### config.mk
export PLATFORM = sky130hd
export DESIGN_NAME = minmax_nch
export DESIGN_NICKNAME = d
export VERILOG_FILES = /design/src/rtl/minmax_nch.sv
export SDC_FILE = /design/constraint.sdc
export NUM_CORES = 1
export LEC_CHECK = 0
export ABC_AREA = 1
export BUFFER_PORTS_ARGS = -buffer_cell sky130_fd_sc_hd__buf_2
export CORE_UTILIZATION = 25
export CTS_BUF_LIST = sky130_fd_sc_hd__clkbuf_4 sky130_fd_sc_hd__clkbuf_8
export CTS_CLUSTER_DIAMETER = 200
export DETAILED_ROUTE_END_ITERATION = 12
export GPL_ROUTABILITY_DRIVEN = 1
export SYNTH_ARGS = -nofsm -noshare
export SYNTH_HDL_FRONTEND = slang
export SYNTH_SLANG_ARGS = --single-unit
### constraint.sdc
create_clock -name clock -period 3.8 [get_ports clock]
set_input_delay 0.38 -clock clock [delete_from_list [all_inputs] [get_ports clock]]
set_output_delay 0.38 -clock clock [all_outputs]
set_load 0.02 [all_outputs]
### src/rtl/minmax_nch.sv
// N-channel extremum acquirer: starts all enabled ADCs with one soc, waits for every
// enabled eoc, then offers the min/max sample and its channel index over dav_/rfd.
module minmax_nch #(
  parameter int W = 8,
  parameter int N = 3
) (
  input  logic                   clock,
  input  logic                   reset,
  input  logic [N-1:0]           eoc,
  input  logic [N*W-1:0]         x,
  input  logic [N-1:0]           en,
  input  logic                   mode,
  input  logic                   rfd,
  output logic                   soc,
  output logic                   dav_,
  output logic [W-1:0]           result,
  output logic [$clog2(N)-1:0]   idx
);

  localparam int IW = $clog2(N);

  typedef enum logic [1:0] {S0, S1, S2, S3} state_t;

  state_t         state;
  logic [N-1:0]   en_r;
  logic           mode_r;

  logic [N-1:0]   mask;
  logic           all_clear;
  logic           all_done;
  logic [W-1:0]   ext;
  logic [IW-1:0]  arg_ext;
  logic [W-1:0]   sample;
  logic           found;

  // An all-zero enable mask would leave nothing to reduce, so it means "every channel".
  assign mask      = (en == '0) ? '1 : en;
  assign all_clear = ((eoc & mask) == '0);
  assign all_done  = ((eoc & en_r) == en_r);

  // Scanning upward and replacing only on a strict improvement makes the
  // lowest-index channel win every tie.
  always_comb begin
    // NOTE: every variable gets a default before the loop so no path leaves it unassigned (no latch).
    ext     = '0;
    arg_ext = '0;
    sample  = '0;
    found   = 1'b0;
    for (int i = 0; i < N; i++) begin
      if (en_r[i]) begin
        sample = x[i*W +: W];
        if (!found || (mode_r ? (sample > ext) : (sample < ext))) begin
          ext     = sample;
          arg_ext = IW'(i);
          found   = 1'b1;
        end
      end
    end
  end

  always_ff @(posedge clock) begin
    // NOTE: state registers use non-blocking assignments so every flop samples pre-edge values.
    if (reset) begin
      state  <= S0;
      soc    <= 1'b0;
      dav_   <= 1'b1;
      result <= '0;
      idx    <= '0;
      en_r   <= '1;
      mode_r <= 1'b0;
    end else begin
      case (state)
        S0: begin
          soc    <= 1'b1;
          en_r   <= mask;
          mode_r <= mode;
          if (all_clear) state <= S1;
        end
        S1: begin
          soc <= 1'b0;
          if (all_done) begin
            result <= ext;
            idx    <= arg_ext;
            state  <= S2;
          end
        end
        S2: begin
          dav_ <= 1'b0;
          if (!rfd) state <= S3;
        end
        S3: begin
          dav_ <= 1'b1;
          if (rfd) state <= S0;
        end
        default: state <= S0;
      endcase
    end
  end

endmodule

### Word level (Yosys, flattened, before mapping)

Index checks and enable logic that the tools add are counted.

* order comparisons: 4
* equality and inequality tests: 8
* multiplexer cells: 22
* bitwise operators: 2
* reduce and logical (&&, ||, !) cells: 11

Operators with widths (number)
* $mux W8: 5
* $gt A8 B8 Y1: 2
* $lt A8 B8 Y1: 2
* $mux W2: 6
* $ne A2 B2 Y1 const B: 4
* $pmux W2 S4: 1
* $mux W1: 7
* $and A3 B3 Y3: 2
* $logic_not A3 Y1: 2
* $eq A2 B2 Y1 const B: 2
* $pmux W1 S2: 2
* $reduce_and A4 Y1: 1
* $reduce_bool A2 Y1: 2
* $eq A3 B3 Y1: 1
* $mux W3: 1
* $eq A2 B1 Y1 const B: 1
* $logic_not A1 Y1: 2
* $logic_not A2 Y1: 1
* $logic_or A1 B1 Y1: 2
* $reduce_and A2 Y1: 1

* flip-flop bits (word level): 18
* input bits: 34

### Longest topological paths before layout

* depth after elaboration: 11
* mapped depth: 29

### Worst setup path before layout

Ideal clock, no wire load.

* path kind: flip-flop to flip-flop
* start: register en_r[0]
* end: register idx[0]
* library setup time: 71 ps
* data arrival time: 3121 ps
* data required time: 3729 ps
* path slack: 609 ps
* cell stages (with the launch flop): 25
* buffers on the path: 1
* clock period less this slack: 3191 ps
* cells stage by stage: dfxtp_1 clkbuf_1 nand2_1 ha_1 a21o_1 nor2_2 nand2_1 nand2_2 nand3_4 nand2_2 nand2_1 nand2_1 inv_1 ha_1 nand2_1 inv_1 nand2_1 nand2_1 nand2_1 nand2_1 nand2_2 nand3_4 a21oi_4 nand3_1 a21oi_1

* word-level cells in the longest chain between the ends: 11
* elaborated cells on any way between the ends: 23

RTL lines
* from (decl): line 25 `logic [N-1:0] en_r;`
* from (signal assigned): line 75 `en_r <= mask;`
* $mux W8: line 50 `if (en_r[i]) begin`
* $lt A8 B8 Y1 or $gt A8 B8 Y1 (tied branches): line 52 `if (!found || (mode_r ? (sample > ext) : (sample < ext))) begin`
* $mux W1: line 52
* $logic_or A1 B1 Y1: line 52
* $mux W8: line 52
* $mux W8: line 50
* $lt A8 B8 Y1 or $gt A8 B8 Y1 (tied branches): line 52
* $mux W1: line 52
* $logic_or A1 B1 Y1: line 52
* $mux W2: line 52
* $mux W2: line 50
* to (signal assigned): line 83 `idx <= arg_ext;`
* to (decl): line 17 `output logic [$clog2(N)-1:0] idx`

Parallel ways exist; a longest one is shown, timed or not.
A chain may end at the register's enable or synchronous reset.

### Worst setup path in the final report

* start: register en_r[0]
* end: register result[5]

* word-level cells in the longest chain between the ends: 11
* elaborated cells on any way between the ends: 21

RTL lines
* $mux W8: line 50
* $lt A8 B8 Y1 or $gt A8 B8 Y1 (tied branches): line 52
* $mux W1: line 52
* $logic_or A1 B1 Y1: line 52
* $mux W8: line 52
* $mux W8: line 50
* $lt A8 B8 Y1 or $gt A8 B8 Y1 (tied branches): line 52
* $mux W1: line 52
* $logic_or A1 B1 Y1: line 52
* $mux W8: line 52
* $mux W8: line 50
* to (signal assigned): line 82 `result <= ext;`
* to (decl): line 16 `output logic [W-1:0] result,`

Parallel ways exist; a longest one is shown, timed or not.

==> metrics <==
Compound-Gate Fraction of Synth Area 13.2%; # DRC 0; Power Total 1.14 mW; CORE AREA 5960 um2; CTS tree done; Fillers 681; Critical Path RT 3.99 ns; Yosys top cell by area dfxtp_1; WL/cell 11.3 um; RSZ-0062 raised after global routing no; Power Dens Cells 601 nW/um2; final hold violations 0; Place WS 0.342 ns; largest family of logic cells by synthesized area simple AND/OR/NAND/NOR gates; WL final 4050 um; 1st-pass router iterations 4; Gate power share 60.3%; share of post-route cells with drive strength above 1 22.3%; register area share after synthesis 23.3%; HP Class in -> reg; IO buf count 45; Post-Synth XOR/XNOR Area 0%; root buf cell clkbuf_8; global route overflow 0; wire length of the first global-routing pass 7060 um; P_leak 1.05 nW; ANT cells 0; Max Clk Rate 0.299 GHz; NetSw 0.558 mW; CTS Sinks 18; Post-layout nets 337; setup_tns 0 ns; crit path DAT 3.53 ns; Syn Nets 292; die area 6490 um2; post-route antenna net violation count 0; drt via density 4.63; hold_buf cts 0; clock-pin transition on the worst setup and hold timing paths 0.07 ns; critical path peak fanout 10; # IOs 46; Via Count 1652; CP Class reg -> reg; Mapped Area 1540 um2; setup ws final 0.460 ns; max-slew violation count 0; Final min period 3.34 ns; Chip Height 80.6 um; clock share of power 14.3%; Layout area overhead 23.1%; max cap viols 0; maximum number of pins on one net before global-route repair 16; Simple-Gate Fraction of Synth Area 38.0%; Peak VDD IR 0.264 mV; Seq pwr share 25.4%; Rel. slew slack 58.7%; cells after synthesis 238; Starting Density 25.9%; clk_lat worst skew 0.26 ns; CTS max path bufs 2; status complete, no violations; Setup crit end kind register; Post-DP HPWL 3420 um; Yosys top cell area share 23.3%; Clock Skew 0.00565 ns; initial antenna violation count 0; vias in the first global route 1655; site row count 28; mux share of post-synthesis cell area 0%; DRT iter0 DRCs 53; total CTS buffers 3; Avg Inst Size Synth 6.49 um2; main area contributors after synthesis dfxtp_1 (23%), nand2_1 (18%), ha_1 (16%); Slew @ Worst Pin 0.618 ns; Final setup violation count 0; Seq cells post-synth 18; final clock period utilization by the worst path 87.9%; switch share 48.9%; synthesis warning total 0; CP startpoint kind register; H-tree Lvls 1; GP Congestion 0.901; Post-Synth Adder-Cell Area 16.2%; Internal Power 0.584 mW; Global Route Usage Sum 13.8%; synth unique cells 25; Die W 80.6 um
metal layers:
layer / global-route usage [%] / part of all wire, % / up-vias
met4: 1.96 / 0.96 / 0
met2: 26.4 / 48 / 44
li1: - / - / 873
met3: 3.86 / 5.9 / 8
met1: 15.2 / 45 / 727
met5: 0 / 0 / -
critical path, cell delays in order, from the launching register on:
cell and delay [ns]:
dfxtp_2 0.41, nand2_1 0.11, ha_1 0.30, a21o_1 0.19
nor2_2 0.13, nand2_1 0.08, nand2_2 0.12, nand3_4 0.14
nand2_2 0.11, nand2_1 0.06, nand2_1 0.09, inv_1 0.05
ha_1 0.28, a21oi_1 0.19, nand2_1 0.07, nand2_1 0.07
nand2_1 0.06, nand2_2 0.07, nand3_4 0.13, a21oi_4 0.31
nand3_1 0.15, a21oi_1 0.14
final timing paths:
| check | from | to | slack (ns) | depth (start not counted) |
|---|---|---|---|---|
| max | en_r[0] | result[5] | 0.46 | 21 |
| min | mode | mode_r | 0.43 | 3 |
| max reg2reg | en_r[0] | result[5] | 0.46 | 21 |
| min reg2reg | idx[0] | idx[0] | 0.47 | 2 |
metrics by stage:
step / area (um2) / hold slack (ns) / util (%) / instances
after CTS: 1900 / 0.429 / 31.9 / 357
after global placement: 1840 / 0.457 / 31.0 / 353
final: 1900 / 0.434 / 31.9 / 357
after global routing: 1900 / 0.435 / 31.9 / 357
after detailed placement: 1840 / 0.464 / 31.0 / 353
after floorplan: 1540 / 0.458 / - / 238
cell usage after synthesis, drive strengths merged:
cell / n
nor3: 2
ha: 20
o21ai: 6
dfxtp: 18
inv: 31
a21oi: 22
buf: 2
nand3: 19
nor2: 13
o21bai: 3
nand2: 79
clkbuf: 4
a211oi: 1
a21o: 2
o211ai: 1
nand4: 13
or2: 2
cell usage in the layout, fill, tap and decap left out, types with 2 or more instances in the layout:
| master | n |
|---|---|
| nor2_1 | 11 |
| nand2_1 | 76 |
| nand3_4 | 2 |
| nand4_1 | 13 |
| a21o_1 | 2 |
| nor2_2 | 2 |
| inv_1 | 29 |
| clkbuf_8 | 4 |
| buf_2 | 45 |
| o21ai_0 | 6 |
| ha_1 | 20 |
| dfxtp_1 | 17 |
| a21oi_1 | 21 |
| o21bai_1 | 3 |
| nand3_1 | 16 |
| nor3_1 | 2 |
| nand2_2 | 3 |
| inv_2 | 2 |
cell families after synthesis:
family,count (synthesis)
AND/OR/NAND/NOR,128
buffers and inverters,37
AO/OA/AOI/OAI,35
adder cells (fa/ha/maj),20
flip-flops,18
registers in the layout, indices dropped and copies added (netlist names):
register and count:
result 8, en_r 3, idx 2, state 2, dav_ 1, mode_r 1, soc 1
power groups by stage:
stage	clock network (mW)	logic, mW	registers, mW
after floorplan	0	0.525	0.293
after global placement	0	0.671	0.291
after detailed placement	0	0.692	0.293
after CTS	0.170	0.694	0.289
after global routing	0.178	0.801	0.299
final	0.163	0.689	0.290
final cells by class:
cell class	instances	area [um2]	area share [%]
Clock buffer	4	55.1	2.90
Tap cell	75	93.8	4.94
Inverter	31	116	6.12
Sequential cell	18	362	19.0
Multi-Input combinational cell	183	1040	54.8
Timing Repair Buffer	46	233	12.2
timing repair:
action / 4_1_cts / 5_1_grt
resized for setup: 0 / 1
buffers inserted: 0 / 0
endpoints found under the setup margin: 0 / 3
endpoints found under the hold margin: 0 / 0
(Power assumes the default switching activity.)
